<file path="config.mk">
export PLATFORM = sky130hd
export DESIGN_NAME = seq_divider
export DESIGN_NICKNAME = d
export VERILOG_FILES = /design/src/rtl/seq_divider_pkg.sv /design/src/rtl/seq_divider_step.sv /design/src/rtl/seq_divider.sv
export SDC_FILE = /design/constraint.sdc
export NUM_CORES = 1
export LEC_CHECK = 0
export BUFFER_PORTS_ARGS = -buffer_cell sky130_fd_sc_hd__buf_4
export CAP_MARGIN = 20
export CORE_ASPECT_RATIO = 1.5
export CORE_UTILIZATION = 31
export DETAILED_ROUTE_END_ITERATION = 8
export SLEW_MARGIN = 20
export SYNTH_ARGS = -nofsm -noshare
export SYNTH_HDL_FRONTEND = slang
export SYNTH_SLANG_ARGS = --single-unit
</file>
<file path="constraint.sdc">
create_clock -name clk -period 5.4 [get_ports clk]
set_input_delay 0.54 -clock clk [delete_from_list [all_inputs] [get_ports clk]]
set_output_delay 0.54 -clock clk [all_outputs]
set_load 0.005 [all_outputs]
</file>
<file path="src/rtl/seq_divider_pkg.sv">
// Shared definitions for the sequential restoring divider.
package seq_divider_pkg;

  // FSM state encodings (2-bit, legacy-compatible values)
  localparam logic [1:0] S_IDLE = 2'd0;
  localparam logic [1:0] S_CALC = 2'd1;
  localparam logic [1:0] S_FIX  = 2'd2;
  localparam logic [1:0] S_DONE = 2'd3;

endpackage

</file>
<file path="src/rtl/seq_divider_step.sv">
// One combinational restoring-division iteration: shift in the next dividend bit,
// subtract the divisor when it fits, and report the resulting quotient bit.
module seq_divider_step #(
  parameter int WIDTH = 16
) (
  input  logic [WIDTH-1:0] r_in,
  input  logic             a_msb,
  input  logic [WIDTH-1:0] d,
  output logic [WIDTH-1:0] r_out,
  output logic             q_bit
);

  logic [WIDTH:0] r_sh;
  logic [WIDTH:0] r_sub;

  // Shift/compare/subtract; r_in < d always holds, so r_sh fits WIDTH+1 bits
  always_comb begin
    r_sh  = {r_in, a_msb};
    r_sub = r_sh - {1'b0, d};
    if (r_sh >= {1'b0, d}) begin
      r_out = r_sub[WIDTH-1:0];
      q_bit = 1'b1;
    end else begin
      r_out = r_sh[WIDTH-1:0];
      q_bit = 1'b0;
    end
  end

endmodule

</file>
<file path="src/rtl/seq_divider.sv">
// Multi-cycle restoring integer divider (signed/unsigned), one quotient bit per clock.
// Fixed latency: accept at edge N, done high in cycle N+WIDTH+2.
module seq_divider
  import seq_divider_pkg::*;
#(
  parameter int WIDTH = 16
) (
  input  logic             clk,
  input  logic             rst_n,
  input  logic             start,
  input  logic             is_signed,
  input  logic [WIDTH-1:0] dividend,
  input  logic [WIDTH-1:0] divisor,
  output logic             busy,
  output logic             done,
  output logic [WIDTH-1:0] quotient,
  output logic [WIDTH-1:0] remainder,
  output logic             div_by_zero,
  output logic             overflow
);

  localparam int CNT_W = $clog2(WIDTH + 1);
  localparam logic [WIDTH-1:0] MIN_NEG = {1'b1, {(WIDTH-1){1'b0}}};

  logic [1:0]       state_q, state_d;
  logic [CNT_W-1:0] cnt_q, cnt_d;
  logic [WIDTH-1:0] acc_a_q, acc_a_d;      // dividend magnitude, shifted out MSB-first
  logic [WIDTH-1:0] rem_acc_q, rem_acc_d;  // partial remainder
  logic [WIDTH-1:0] quo_acc_q, quo_acc_d;  // quotient magnitude, shifted in LSB-first
  logic [WIDTH-1:0] dvs_q, dvs_d;          // divisor magnitude
  logic [WIDTH-1:0] dvd_q, dvd_d;          // original dividend for special cases
  logic             neg_quo_q, neg_quo_d;
  logic             neg_rem_q, neg_rem_d;
  logic             dz_q, dz_d;
  logic             ov_q, ov_d;
  logic [WIDTH-1:0] quo_q, quo_d;
  logic [WIDTH-1:0] rem_q, rem_d;
  logic             dz_flag_q, dz_flag_d;
  logic             ov_flag_q, ov_flag_d;

  logic [WIDTH-1:0] step_r;
  logic             step_q;
  logic             a_neg, b_neg;

  seq_divider_step #(.WIDTH(WIDTH)) u_step (
    .r_in  (rem_acc_q),
    .a_msb (acc_a_q[WIDTH-1]),
    .d     (dvs_q),
    .r_out (step_r),
    .q_bit (step_q)
  );

  // Next-state and datapath logic for the IDLE/CALC/FIX/DONE sequence
  always_comb begin
    state_d   = state_q;
    cnt_d     = cnt_q;
    acc_a_d   = acc_a_q;
    rem_acc_d = rem_acc_q;
    quo_acc_d = quo_acc_q;
    dvs_d     = dvs_q;
    dvd_d     = dvd_q;
    neg_quo_d = neg_quo_q;
    neg_rem_d = neg_rem_q;
    dz_d      = dz_q;
    ov_d      = ov_q;
    quo_d     = quo_q;
    rem_d     = rem_q;
    dz_flag_d = dz_flag_q;
    ov_flag_d = ov_flag_q;
    a_neg     = is_signed & dividend[WIDTH-1];
    b_neg     = is_signed & divisor[WIDTH-1];

    case (state_q)
      S_IDLE: begin
        if (start) begin
          state_d   = S_CALC;
          cnt_d     = CNT_W'(WIDTH);
          acc_a_d   = a_neg ? -dividend : dividend;
          dvs_d     = b_neg ? -divisor : divisor;
          rem_acc_d = '0;
          quo_acc_d = '0;
          dvd_d     = dividend;
          neg_quo_d = a_neg ^ b_neg;
          neg_rem_d = a_neg;
          dz_d      = (divisor == '0);
          ov_d      = is_signed && (dividend == MIN_NEG) && (divisor == '1);
          dz_flag_d = 1'b0;
          ov_flag_d = 1'b0;
        end
      end
      S_CALC: begin
        rem_acc_d = step_r;
        acc_a_d   = acc_a_q << 1;
        quo_acc_d = {quo_acc_q[WIDTH-2:0], step_q};
        cnt_d     = cnt_q - CNT_W'(1);
        if (cnt_q == CNT_W'(1)) state_d = S_FIX;
      end
      S_FIX: begin
        state_d   = S_DONE;
        quo_d     = neg_quo_q ? -quo_acc_q : quo_acc_q;
        rem_d     = neg_rem_q ? -rem_acc_q : rem_acc_q;
        // Special cases override the iterated result but keep the fixed latency
        if (dz_q) begin
          quo_d = '1;
          rem_d = dvd_q;
        end else if (ov_q) begin
          quo_d = dvd_q;
          rem_d = '0;
        end
        dz_flag_d = dz_q;
        ov_flag_d = ov_q;
      end
      default: begin
        state_d = S_IDLE;
      end
    endcase
  end

  // State and datapath registers with synchronous active-low reset
  always_ff @(posedge clk) begin
    if (!rst_n) begin
      state_q   <= S_IDLE;
      cnt_q     <= '0;
      acc_a_q   <= '0;
      rem_acc_q <= '0;
      quo_acc_q <= '0;
      dvs_q     <= '0;
      dvd_q     <= '0;
      neg_quo_q <= 1'b0;
      neg_rem_q <= 1'b0;
      dz_q      <= 1'b0;
      ov_q      <= 1'b0;
      quo_q     <= '0;
      rem_q     <= '0;
      dz_flag_q <= 1'b0;
      ov_flag_q <= 1'b0;
    end else begin
      state_q   <= state_d;
      cnt_q     <= cnt_d;
      acc_a_q   <= acc_a_d;
      rem_acc_q <= rem_acc_d;
      quo_acc_q <= quo_acc_d;
      dvs_q     <= dvs_d;
      dvd_q     <= dvd_d;
      neg_quo_q <= neg_quo_d;
      neg_rem_q <= neg_rem_d;
      dz_q      <= dz_d;
      ov_q      <= ov_d;
      quo_q     <= quo_d;
      rem_q     <= rem_d;
      dz_flag_q <= dz_flag_d;
      ov_flag_q <= ov_flag_d;
    end
  end

  assign busy        = (state_q != S_IDLE);
  assign done        = (state_q == S_DONE);
  assign quotient    = quo_q;
  assign remainder   = rem_q;
  assign div_by_zero = dz_flag_q;
  assign overflow    = ov_flag_q;

endmodule

</file>
## Word-level counts from Yosys, hierarchy flattened

Cells that the tools add are included.

| storage, ports and cells | value |
|---|---|
| flip-flop bits (word level) | 125 |
| bits of input ports | 36 |
| output and inout port bits | 36 |
| word-level logic and storage cells | 67 |

| cells by class | value |
|---|---|
| $add $sub $neg | 6 |
| magnitude comparators | 1 |
| equal/unequal tests | 8 |
| multiplexer cells | 23 |
| bitwise gates (word level) | 3 |
| reduce and logical (&&, ||, !) cells | 11 |

Operators with widths:

| kind | count |
|---|---|
| two-way mux 16 bit | 11 |
| case mux 16 bit (2 select lines) | 3 |
| negation 16 bit | 4 |
| equality test 16 bit, second input constant | 2 |
| greater-or-equal comparator 17 x 16 -> 1 bit | 1 |
| logical NOT 16 bit | 1 |
| subtractor 16 bit | 1 |
| case mux 5 bit (2 select lines) | 1 |
| AND reduction 2 bit | 4 |
| case mux 2 bit (3 select lines) | 1 |
| nonzero test 2 bit | 3 |
| equality test 5 x 1 -> 1 bit, second input constant | 1 |
| two-way mux 5 bit | 1 |
| subtractor 5 x 1 -> 5 bit, second input constant | 1 |
| equality test 2 bit, second input constant | 2 |
| two-way mux 2 bit | 2 |
| != test 2 bit, second input constant | 2 |
| case mux 1 bit (2 select lines) | 2 |
| AND 1 bit | 2 |
| equality test 2 x 1 -> 1 bit, second input constant | 1 |
| logical AND 1 bit | 2 |
| logical NOT 2 bit | 1 |
| two-way mux 1 bit | 2 |
| XOR 1 bit | 1 |

## Depth between registers and ports, before layout

Gate-level depths: netlist (run 1).

| depth | value |
|---|---|
| word-level depth | 4 |
| depth in mapped cells | 11 |
| depth with buffers taken out | 10 |

## Cells and area by module

A second synthesis (run 1) with hierarchy kept.

| unflattened totals | value |
|---|---|
| cells, all modules | 891 |
| area, all modules | 7260.7 µm² |

Modules (own cells, without submodules):

| module | times used | cells an instance | area each (µm²) | seq. area each (µm²) |
|---|---|---|---|---|
| seq_divider | 1 | 735 | 6095.8 | 2502.4 |
| seq_divider_step | 1 | 156 | 1164.9 | 0.0 |

## Worst setup path after synthesis (run 1)

Ideal clock, no wire load.

| timing | value |
|---|---|
| path kind | register to register |
| from | reg rem_acc_q[11] |
| to | reg rem_acc_q[1] |
| setup time | 122 ps |
| arrival | 2316 ps |
| data required time | 5278 ps |
| path slack | 2962 ps |
| cell stages (with the launch flop) | 10 |
| buffers on the path | 2 |
| period minus slack after synthesis | 2438 ps |
| cell sequence | dfxtp_1 > ha_1 > clkbuf_1 > a21oi_1 > nand2_1 > a311oi_1 > o21ai_0 > or2_2 > clkbuf_1 > a311o_1 |

| on the way | value |
|---|---|
| cells in the longest elaborated chain, start to end | 3 |

RTL lines:

| item | line | source |
|---|---|---|
| from (decl) | seq_divider.sv:28 | `logic [WIDTH-1:0] rem_acc_q, rem_acc_d;` |
| from (signal assigned) | seq_divider.sv:141 | `rem_acc_q <= rem_acc_d;` |
| greater-or-equal comparator 17 x 16 -> 1 bit | seq_divider_step.sv:20 | `if (r_sh >= {1'b0, d}) begin` |
| two-way mux 16 bit | seq_divider_step.sv:20 |  |
| case mux 16 bit (2 select lines) | seq_divider.sv:73 | `case (state_q)` |

No other way between the ends.
A chain may end at the register's enable or synchronous reset.

## Final worst setup path (run 1)

| timing | value |
|---|---|
| from | reg rem_acc_q[2] |
| to | reg rem_acc_q[1] |

Same word-level chain as after synthesis.

==> results.ini, run 1 <==
[logic_synthesis]
synth_area_per_cell_sq_um = 8.121
synth_compound_area_share_pct = 26.01
async_flop_share_pct = 0
synth_top_family_by_area = compound AO/OA/AOI/OAI gates
syn_area_sq_um = 7350
synth_fp_nets = 969
synthSimpleGateAreaFrac_pct = 20.17
syn_inst = 905
synth_cell_types = 68
synth_ff_type = dfxtp_1
synth_common_cells = nand2_1, dfxtp_1, o21ai_0, clkbuf_1, a21oi_1
synth_edf_count = 0
yosysMostFrequentCell = nand2_1
yosys.area.top_type = dfxtp_1
synthAdderAreaFrac_pct = 4.869
yosys_register_bits = 125
ys_top_cells_by_area = dfxtp_1, nand2_1, xnor2_1, o21ai_0, ha_1
synth_xor_area_share_pct = 7.388
synthMuxAreaShare_pct = 2.179
seq_area_frac_synth_pct = 34.05
synthesis.yosys.warnings = 0
synth.top_cell.area_share_pct = 34.05

[timing]
fin_skew_ns = 0.007141
max_freq_mhz = 361.1
period_minus_slack_ns = 2.769
rsz0062_at_grt = no
finalSetupViolCount = 0
fin_crit_sh_pct = 51.28
tns_ns = 0
slew_violations = 0
finalHoldViolations = 0
slew_headroom_pct = 30.26
worstMarginPinSlew_ns = 1.042

[layout]
fillers = 2429
drive_gt1_share_pct = 12.93
antenna_cells = 0
utilization_pct = 37.62
nNetsFinal = 1010
syn2layout_area_growth_pct = 18.47

[placed_design]
portBuffers = 71
place.gp.congestion = 0.8692
hpwlAfterDp_um = 16190

[run]
cap_violations = 0

[setup_path]
worst_r2r_path_depth = 8
critical_path.top_delay_family = compound AO/OA/AOI/OAI gates
crit_type = reg -> reg
cpPeakStageDelay_ns = 0.51
critPathMaxFanout = 22
arrival_ns = 3.07
cpMaxStageDelayCell = dfxtp_1
worstPathRequired_ns = 5.70
cp_cell_sequence = ha_1 > a21o_1 > a21oi_1 > a211o_1 > a21oi_1 > buf_4 > or2_2 > a311o_1
cp_common_cell = a21oi_1
r2r_end = rem_acc_q[1]
crit_buf_inv = 1
rr_startpoint = rem_acc_q[2]
cp-start-kind = flip-flop
r2r_slack_ns = 2.63
cp-end-kind = flip-flop

[clocking]
clock_latency_ns = 0.42
cts-root-buf = clkbuf_16
htreeDepth = 4
cts_sinks = 125
cts_buffer_depth = 2
clkTransAtPathRegs_ns = 0.06
cts_resized = 0
ctsHoldBuffers = 0
cts_tree = built
numCtsBuffers = 17
postCtsSetupBuffers = 0

[floorplanning]
die_y_um = 190.6
dieWidth_um = 127.7
die_area_sq_um = 24340
start_util_pct = 31.76
placeableCoreArea_sq_um = 23140
io-pin-count = 72
row_count = 68

[grt]
grt_pass1_wl_um = 34240
grt.overflow.total = 0
grt_usage_pct = 18.26
grt_pass1_vias = 6475
antenna_found_initial = 0
grt_max_degree = 75

[drt]
totalWireLength_um = 21750
postRouteAntennaNets = 0
drc_errors = 0
wl_met2_um = 11590
routed_via_density = 5.246
drt_iter0_drc = 490
met1Wirelength_um = 8465
first_pass_iters = 5
wl_met3_um = 664
routedWlPerCell_um = 17.07
top_layer_used = met4
route.vias.total = 6684

[worst_hold_path]
hold-path-endpoint = dvd_q[5]
worstHoldPathType = in -> reg
hold_path_startpoint = dividend[5]
hold_depth = 3

[pwr]
power_density_nw_per_um2 = 465.0
ir_worst_vdd_uv = 220.6
p_leak_nw = 3.396

[run_status]
status = finished, final reports clean

how the worst max path moves through the flow:
stage                              from       endpoint  slack, ns  cells after the start
after floorplan           rem_acc_q[11]   rem_acc_q[1]       2.96                      9
after global placement     rem_acc_q[2]   rem_acc_q[1]       2.73                      8
after detailed placement     state_q[0]  rem_acc_q[15]       2.66                      6
after CTS                    state_q[0]  rem_acc_q[15]       2.64                      6
after global routing         state_q[0]   rem_acc_q[9]       2.33                      6
final                      rem_acc_q[2]   rem_acc_q[1]       2.63                      8
report_power, final:
| part | leakage, nW | total (mW) | internal (mW) | switching [mW] |
|---|---|---|---|---|
| clock | 0.286 | 1.12 | 0.691 | 0.432 |
| sequential | 1.02 | 1.26 | 1.11 | 0.153 |
| combinational | 2.09 | 1.67 | 0.627 | 1.04 |
| total | 3.40 | 4.05 | 2.42 | 1.62 |
through the flow:
stage / power, mW / instance area, sq um / std cells / hold slack (ns) / setup WS [ns]
after global placement: 2.914 / 8122 / 1242 / 0.4397 / 2.726
after detailed placement: 2.937 / 8122 / 1242 / 0.4489 / 2.661
after global routing: 4.304 / 8707 / 1274 / 0.4291 / 2.334
final: 4.049 / 8707 / 1274 / 0.4163 / 2.631
after CTS: 4.067 / 8705 / 1274 / 0.4093 / 2.636
after floorplan: 2.402 / 7350 / 905 / 0.4289 / 2.962
worst register-to-register path, cell delays in order (launching register included):
cell	delay (ns)
dfxtp_1	0.51
ha_1	0.36
a21o_1	0.21
a21oi_1	0.31
a211o_1	0.23
a21oi_1	0.07
buf_4	0.20
or2_2	0.41
a311o_1	0.37
state kept, by name, summed over array words and instances (netlist names):
register / flops
dvd_q: 16
neg_rem_q: 1
rem_acc_q: 16
ov_q: 1
neg_quo_q: 1
remainder: 16
acc_a_q: 16
cnt_q: 5
quotient: 16
overflow: 1
dvs_q: 16
state_q: 2
dz_q: 1
quo_acc_q: 16
div_by_zero: 1
layout make-up:
type | count | area (sq um) | area share (%)
clock buffer | 18 | 439.2 | 5.044
clock inverter | 14 | 143.9 | 1.653
inverter | 42 | 157.7 | 1.811
multi-input combinational | 679 | 4462 | 51.24
sequential | 125 | 2502 | 28.74
tap | 315 | 394.1 | 4.527
timing repair buffer | 81 | 608.1 | 6.984
cells in the final DEF, fill, tap and decap left out, types with 7 or more instances in the layout:
| cell | count |
|---|---|
| a21boi_0 | 31 |
| a21oi_1 | 48 |
| a222oi_1 | 13 |
| a22oi_1 | 19 |
| and2_1 | 7 |
| and3_1 | 9 |
| buf_4 | 81 |
| clkbuf_16 | 17 |
| dfxtp_1 | 125 |
| ha_1 | 27 |
| inv_1 | 41 |
| mux2i_1 | 16 |
| nand2_1 | 126 |
| nand2b_1 | 7 |
| nand3_1 | 16 |
| nand4_1 | 9 |
| nor2_1 | 27 |
| nor2b_1 | 42 |
| nor3_1 | 15 |
| o211a_1 | 14 |
| o211ai_1 | 16 |
| o21ai_0 | 67 |
| o31ai_1 | 12 |
| or4_1 | 7 |
| xnor2_1 | 41 |
| xor2_1 | 21 |
layer usage:
metal | GRT usage [%] | up-vias
li1 | - | 3345
met2 | 34.32 | 128
met4 | 10.50 | 0
met3 | 2.974 | 42
met5 | 0 | -
met1 | 18.86 | 3169
kinds of logic (layout without fill, tap and decap cells):
family / count (synthesis) / after routing
muxes: 16 / 16
and+or+nand+nor: 295 / 295
AOI/OAI and AO/OA: 278 / 278
adders and majority gates: 28 / 28
xor gates and xnor gates: 62 / 62
buffers and inverters: 101 / 155
DFF: 125 / 125
Power figures use the tool's default switching activity.
==> run 2: changes to the inputs <==
--- a/config.mk
+++ b/config.mk
@@ -5,6 +5,7 @@
 export SDC_FILE = /design/constraint.sdc
 export NUM_CORES = 1
 export LEC_CHECK = 0
+export ABC_AREA = 1
 export BUFFER_PORTS_ARGS = -buffer_cell sky130_fd_sc_hd__buf_4
 export CAP_MARGIN = 20
 export CORE_ASPECT_RATIO = 1.5
==> constraint.sdc (replaced) <==
create_clock -name clk -period 2.6 [get_ports clk]
set_input_delay 0.26 -clock clk [delete_from_list [all_inputs] [get_ports clk]]
set_output_delay 0.26 -clock clk [all_outputs]
set_load 0.005 [all_outputs]
==> run 2 against run 1 <==
Power increased to 3.4 times the previous value. Clock skew increased by 0.0030 ns. Clock power increased by 130%. Sequential power increased by 130%. Flip-flop and latch count unchanged. Hold slack got worse by 0.27 ns. Non-clock buffer count increased by 8. Final cell count increased by 25%. Largest cell class unchanged. Highest routed layer unchanged.
==> results.ini, run 2 <==
[logic_synthesis]
async_flop_share_pct = 0  ; unchanged
synthesis.yosys.warnings = 0  ; unchanged
ys_top_cells_by_area = dfxtp_1, nand2_1, a21oi_1, nand3_1, inv_1  ; was dfxtp_1, nand2_1, xnor2_1, o21ai_0, ha_1
synth_edf_count = 0  ; unchanged
yosysMostFrequentCell = nand2_1  ; unchanged
yosys_register_bits = 125  ; unchanged
syn_inst = 1199  ; was 905
synth_common_cells = nand2_1, a21oi_1, inv_1, dfxtp_1, nand3_1  ; was nand2_1, dfxtp_1, o21ai_0, clkbuf_1, a21oi_1
syn_area_sq_um = 7730  ; was 7350 sq um
synth_area_per_cell_sq_um = 6.447  ; was 8.121 sq um
synth_ff_type = dfxtp_1  ; unchanged
synth.top_cell.area_share_pct = 32.37  ; was 34.05%
seq_area_frac_synth_pct = 32.37  ; was 34.05%
synth_cell_types = 41  ; was 68
synth_fp_nets = 1263  ; was 969
yosys.area.top_type = dfxtp_1  ; unchanged

[floorplanning]
dieWidth_um = 130.9  ; was 127.7 um
placeableCoreArea_sq_um = 24440  ; was 23,140 sq um
die_y_um = 195.4  ; was 190.6 um
row_count = 70  ; was 68
die_area_sq_um = 25580  ; was 24,340 sq um
io-pin-count = 72  ; unchanged
start_util_pct = 31.63  ; was 31.76%

[timing]
fin_skew_ns = 0.01012  ; was 0.007141 ns
max_freq_mhz = 431.8  ; was 361.1 MHz
rsz0062_at_grt = no  ; unchanged
tns_ns = 0  ; unchanged
slew_violations = 0  ; unchanged
worstMarginPinSlew_ns = 0.8064  ; was 1.042 ns
fin_crit_sh_pct = 89.08  ; was 51.28%
period_minus_slack_ns = 2.316  ; was 2.769 ns
finalSetupViolCount = 0  ; unchanged
finalHoldViolations = 0  ; unchanged
slew_headroom_pct = 46.17  ; was 30.26%

[clocking]
postCtsSetupBuffers = 0  ; unchanged
htreeDepth = 4  ; unchanged
cts_buffer_depth = 2  ; unchanged
cts_tree = built  ; unchanged
cts_sinks = 125  ; unchanged
cts_resized = 0  ; unchanged
cts-root-buf = clkbuf_16  ; unchanged
clock_latency_ns = 0.43  ; was 0.42 ns
numCtsBuffers = 17  ; unchanged
clkTransAtPathRegs_ns = 0.06  ; about the same
ctsHoldBuffers = 0  ; unchanged

[setup_path]
critPathMaxFanout = 17  ; was 22
worstPathRequired_ns = 2.88  ; was 5.70 ns
arrival_ns = 2.59  ; was 3.07 ns
crit_type = reg -> reg  ; unchanged
cp-end-kind = flip-flop  ; unchanged
cp-start-kind = flip-flop  ; unchanged

[run]
cap_violations = 0  ; unchanged

[drt]
totalWireLength_um = 25180  ; was 21,750 um
routed_via_density = 5.060  ; was 5.246
drt_iter0_drc = 507  ; was 490
routedWlPerCell_um = 15.81  ; was 17.07 um
drc_errors = 0  ; unchanged
postRouteAntennaNets = 0  ; unchanged
first_pass_iters = 7  ; was 5
route.vias.total = 8061  ; was 6,684

[pwr]
seq_power_share_pct = 21.6  ; was 31.1%
p_leak_nw = 4.040  ; was 3.396 nW
switching_power_mw = 6.789  ; was 1.625 mW
power_density_nw_per_um2 = 1479  ; was 465.0 nW/um^2
clkPwrFrac_pct = 19.2  ; was 27.7%
ir_worst_vdd_uv = 808.0  ; was 220.6 uV
power.internal_mw = 6.874  ; was 2.424 mW
p_sw_share_pct = 49.69  ; was 40.12%
combPwrFrac_pct = 59.2  ; was 41.1%

[layout]
layout_common_cells = nand2_1, a21oi_1, inv_1, dfxtp_1, nand3_1  ; was nand2_1, dfxtp_1, buf_4, o21ai_0, a21oi_1
syn2layout_area_growth_pct = 19.55  ; was 18.47%
fillers = 2580  ; was 2,429
nNetsFinal = 1320  ; was 1,010
antenna_cells = 0  ; unchanged
layout_commonest_cell = nand2_1  ; unchanged
instances_no_fill = 1593  ; was 1,274
drive_gt1_share_pct = 13.40  ; was 12.93%

[placed_design]
dp.cells = 1561  ; was 1,242
place.gp.congestion = 0.9736  ; was 0.8692
hpwlAfterDp_um = 19340  ; was 16,190 um
portBuffers = 71  ; unchanged

[grt]
grt.overflow.total = 0  ; unchanged
grt_pass1_vias = 7833  ; was 6,475
grt_max_degree = 51  ; was 75
grt_pass1_wl_um = 40600  ; was 34,240 um
antenna_found_initial = 0  ; unchanged
grt_usage_pct = 20.91  ; was 18.26%

[run_status]
status = finished, final reports clean  ; unchanged

[worst_hold_path]
worstHoldPathType = in -> reg  ; unchanged

run 2: cell types whose count changed in the layout (fill, tap and decap cells not counted), moves of 13 or more:
cell      change
a21boi_0     -31
a21oi_1      +84
a222oi_1     -13
a22oi_1      -19
a31oi_1      +14
inv_1        +89
mux2i_1      -16
nand2_1     +164
nand3_1      +97
nor2_1       +74
nor2b_1      -42
o211a_1      -14
o21ai_0      +18
xnor2_1      -34
run 2: critical path, cell delays in order, from the launching register on:
cell	delay [ns]
dfxtp_1	0.40
ha_1	0.44
nand2_1	0.13
nor3_1	0.26
and2_1	0.20
nand2_2	0.21
nand2_4	0.29
nand3_1	0.11
nand2_1	0.08
a21oi_1	0.06
run 2: routing by layer:
| layer | part of all wire (%) | global-route usage [%] |
|---|---|---|
| met1 | 38 | 21.87 |
| met2 | 51 | 36.72 |
| met3 | 2.9 | 3.123 |
| met4 | 7.6 | 16.18 |
| met5 | 0 | 0 |
run 2: cell type report:
| type | instances | area [sq um] | share of cell area [%] |
|---|---|---|---|
| clock buffer | 20 | 466.7 | 5.050 |
| clock inverter | 12 | 182.7 | 1.977 |
| inverter | 135 | 506.7 | 5.483 |
| multi-input combinational | 888 | 4484 | 48.52 |
| sequential | 125 | 2502 | 27.08 |
| tap | 324 | 405.4 | 4.387 |
| timing repair buffer | 89 | 693.2 | 7.501 |
run 2: cell families (layout without fill, tap and decap cells):
| logic type | after synthesis | count (layout) | synth area share [%] |
|---|---|---|---|
| simple gates | 582 | 582 | 33.25 |
| compound gates | 262 | 262 | 18.32 |
| buf+inv | 186 | 256 | 9.614 |
| flops | 125 | 125 | 32.37 |
| fa+ha+maj | 28 | 28 | 4.629 |
| xor+xnor | 16 | 16 | 1.813 |
run 2: worst paths after layout:
| check | startpoint | end | slack, ns | cells past startpoint |
|---|---|---|---|---|
| worst max-delay path | rem_acc_q[12] | rem_acc_q[14] | 0.28 | 9 |
| worst min-delay path | divisor[9] | dvs_q[9] | 0.14 | 3 |
| worst max register to register | rem_acc_q[12] | rem_acc_q[14] | 0.28 | 9 |
| worst min register to register | acc_a_q[0] | acc_a_q[0] | 0.46 | 2 |
run 2: power groups by stage:
| stage | registers [mW] | clock network, mW | logic (mW) |
|---|---|---|---|
| 5_1_grt | 3.00 | 2.76 | 9.15 |
| 2_1_floorplan | 2.76 | 0 | 6.32 |
| 6_report | 2.95 | 2.62 | 8.09 |
| 4_1_cts | 2.95 | 2.66 | 8.11 |
| 3_5_place_dp | 2.99 | 0 | 8.08 |
| 3_3_place_gp | 2.98 | 0 | 8.04 |
run 2: stage by stage:
step | worst slack, ns | area (sq um) | utilization, % | power, mW | hold slack, ns
floorplan | 0.7851 | 7730 | - | 9.082 | 0.4046
finish | 0.2839 | 9241 | 37.82 | 13.66 | 0.1441
CTS | 0.2953 | 9241 | 37.82 | 13.73 | 0.1336
detailed placement | 0.3086 | 8592 | 35.16 | 11.07 | 0.4545
global route | 0.01688 | 9241 | 37.82 | 14.91 | 0.1352
global placement | 0.2949 | 8592 | 35.16 | 11.02 | 0.4519
==> run 3: changes to the inputs <==
--- a/config.mk
+++ b/config.mk
@@ -8,9 +8,12 @@
 export ABC_AREA = 1
 export BUFFER_PORTS_ARGS = -buffer_cell sky130_fd_sc_hd__buf_4
 export CAP_MARGIN = 20
+export CELL_PAD_IN_SITES_DETAIL_PLACEMENT = 0
+export CELL_PAD_IN_SITES_GLOBAL_PLACEMENT = 1
 export CORE_ASPECT_RATIO = 1.5
 export CORE_UTILIZATION = 31
 export DETAILED_ROUTE_END_ITERATION = 8
+export PLACE_DENSITY_LB_ADDON = 0.1
 export SLEW_MARGIN = 20
 export SYNTH_ARGS = -nofsm -noshare
 export SYNTH_HDL_FRONTEND = slang
==> run 3 against run 2 <==
Power increased by 1.0%. Flip-flop and latch count is the same. Combinational power increased by 2.6%. Sequential share of layout area is essentially flat. Wire length grew 9.0%. Via count is 2.2% lower. Largest cell class unchanged. Utilization decreased by 0.051 points. Critical path type unchanged. Largest power group unchanged. Clock power is 3% lower. Setup slack got worse by 0.039 ns. Count of clock-buffer cells in the layout fell by 2. Fmax fell by 1.6%.
==> results.ini, run 3 (synthesis results as in run 2) <==
[timing]
rsz0062_at_grt = no  ; unchanged
finalHoldViolations = 0  ; unchanged
worstMarginPinSlew_ns = 0.6638  ; was 0.8064 ns
finalSetupViolCount = 0  ; unchanged
tns_ns = 0  ; unchanged
slew_violations = 0  ; unchanged
fin_crit_sh_pct = 90.56  ; was 89.08%
fin_skew_ns = 0.01494  ; was 0.01012 ns
slew_headroom_pct = 55.70  ; was 46.17%
period_minus_slack_ns = 2.355  ; was 2.316 ns
max_freq_mhz = 424.7  ; was 431.8 MHz

[clocking]
cts_tree = built  ; unchanged
cts_resized = 0  ; unchanged
cts-root-buf = clkbuf_16  ; unchanged
clkTransAtPathRegs_ns = 0.07  ; was 0.06 ns
clock_latency_ns = 0.43  ; about the same
htreeDepth = 4  ; unchanged
ctsHoldBuffers = 0  ; unchanged
cts_buffer_depth = 2  ; unchanged
postCtsSetupBuffers = 0  ; unchanged
cts_sinks = 125  ; unchanged
numCtsBuffers = 17  ; unchanged

[grt]
antenna_found_initial = 0  ; unchanged
grt_pass1_wl_um = 43700  ; was 40,600 um
grt_max_degree = 52  ; was 51
grt_usage_pct = 22.80  ; was 20.91%
grt.overflow.total = 0  ; unchanged
grt_pass1_vias = 7771  ; was 7,833

[setup_path]
cp-start-kind = flip-flop  ; unchanged
cpPeakStageDelay_ns = 0.45  ; was 0.44 ns
critPathMaxFanout = 17  ; unchanged
arrival_ns = 2.67  ; was 2.59 ns
cp-end-kind = flip-flop  ; unchanged
crit_type = reg -> reg  ; unchanged
worst_r2r_path_depth = 9  ; unchanged
worstPathRequired_ns = 2.91  ; was 2.88 ns
cp_cell_sequence = ha_1 > nand2_1 > nor3_1 > and2_1 > nand2_2 > nand2_4 > o21ai_0 > nand3_1 > a21oi_1  ; was ha_1 > nand2_1 > nor3_1 > and2_1 > nand2_2 > nand2_4 > nand3_1 > nand2_1 > a21oi_1
cpMaxStageDelayCell = ha_1  ; unchanged

[floorplanning]
row_count = 70  ; unchanged
dieWidth_um = 130.9  ; unchanged
die_area_sq_um = 25580  ; unchanged
io-pin-count = 72  ; unchanged
placeableCoreArea_sq_um = 24440  ; unchanged
die_y_um = 195.4  ; unchanged
start_util_pct = 31.63  ; unchanged

[pwr]
clkPwrFrac_pct = 18.4  ; was 19.2%
p_total_mw = 13.80  ; was 13.66 mW
power.internal_mw = 6.752  ; was 6.874 mW
combPwrFrac_pct = 60.1  ; was 59.2%
switching_power_mw = 7.049  ; was 6.789 mW
ir_worst_vdd_uv = 838.1  ; was 808.0 uV
seq_power_share_pct = 21.4  ; was 21.6%
power_density_nw_per_um2 = 1495  ; was 1479 nW/um^2
p_sw_share_pct = 51.07  ; was 49.69%
p_leak_nw = 4.034  ; was 4.040 nW

[run]
cap_violations = 0  ; unchanged

[drt]
route.vias.total = 7885  ; was 8,061
first_pass_iters = 7  ; unchanged
drc_errors = 0  ; unchanged
postRouteAntennaNets = 0  ; unchanged
routedWlPerCell_um = 17.21  ; was 15.81 um
routed_via_density = 4.944  ; was 5.060
totalWireLength_um = 27450  ; was 25,180 um
drt_iter0_drc = 394  ; was 507

[run_status]
status = finished, final reports clean  ; unchanged

[placed_design]
placed_area_sq_um = 8607  ; was 8592 sq um
portBuffers = 71  ; unchanged
place.gp.congestion = 0.8253  ; was 0.9736
hpwlAfterDp_um = 21030  ; was 19,340 um

[layout]
drive_gt1_share_pct = 13.53  ; was 13.40%
layout_commonest_cell = nand2_1  ; unchanged
antenna_cells = 0  ; unchanged
syn2layout_area_growth_pct = 19.39  ; was 19.55%
design_area_sq_um = 9229  ; was 9241 sq um
layout_common_cells = nand2_1, a21oi_1, inv_1, dfxtp_1, nand3_1  ; unchanged
utilization_pct = 37.77  ; was 37.82%
nNetsFinal = 1322  ; was 1,320

[worst_hold_path]
hold_depth = 3  ; unchanged
worstHoldPathType = in -> reg  ; unchanged

## run 3: cell count changes in the layout (fill, tap and decap cells not counted)
cell / previous run / this run
buf_4: 87 / 89
clkbuf_8: 3 / 1
clkinv_4: 2 / 4
inv_6: 2 / 4
bufinv_16: 4 / 3
clkinv_2: 1 / 0
## run 3: cell type report
type | count | area, sq um
Clock buffer | 18 | 439.2
Clock inverter | 14 | 182.7
Fill cell | 2741 | 15210
Inverter | 135 | 506.7
Multi-Input combinational cell | 888 | 4484
Sequential cell | 125 | 2502
Tap cell | 324 | 405.4
Timing Repair Buffer | 91 | 708.2
## run 3: routing by layer
metal,global-route usage [%],up-vias,routed length [um]
li1,-,4072,-
met1,25.06,3684,11110
met2,43.17,98,15060
met3,2.822,31,485
met4,8.685,0,790
met5,0,-,0
## run 3: power groups by stage
stage / Clock, mW / Sequential [mW] / Combinational, mW
2_1_floorplan: 0 / 2.76 / 6.32
3_3_place_gp: 0 / 3.00 / 8.43
3_5_place_dp: 0 / 3.01 / 8.35
4_1_cts: 2.61 / 2.97 / 8.38
5_1_grt: 2.69 / 3.02 / 9.35
6_report: 2.55 / 2.96 / 8.30
## run 3: worst paths after layout
check | to | startpoint | slack (ns)
min reg2reg | acc_a_q[0] | acc_a_q[0] | 0.46
max reg2reg | rem_acc_q[2] | rem_acc_q[12] | 0.25
min | dvs_q[9] | divisor[9] | 0.14
max | rem_acc_q[2] | rem_acc_q[12] | 0.25
## run 3: per-stage QoR
stage | hold WS [ns] | setup slack (ns) | std cells
finish | 0.1425 | 0.2453 | 1595
global route | 0.1474 | 0.03670 | 1595
CTS | 0.1266 | 0.2504 | 1595
detailed placement | 0.4573 | 0.2681 | 1563
global placement | 0.4529 | 0.2556 | 1563
floorplan | 0.4046 | 0.7851 | 1199
## run 3: worst max-delay path, delay by kind of cell (launching register included)
family | cells | cell delay, ns
flip-flops | 1 | 0.41
AO/OA/AOI/OAI | 2 | 0.21
adder cells (fa/ha/maj) | 1 | 0.45
AND/OR/NAND/NOR | 6 | 1.16
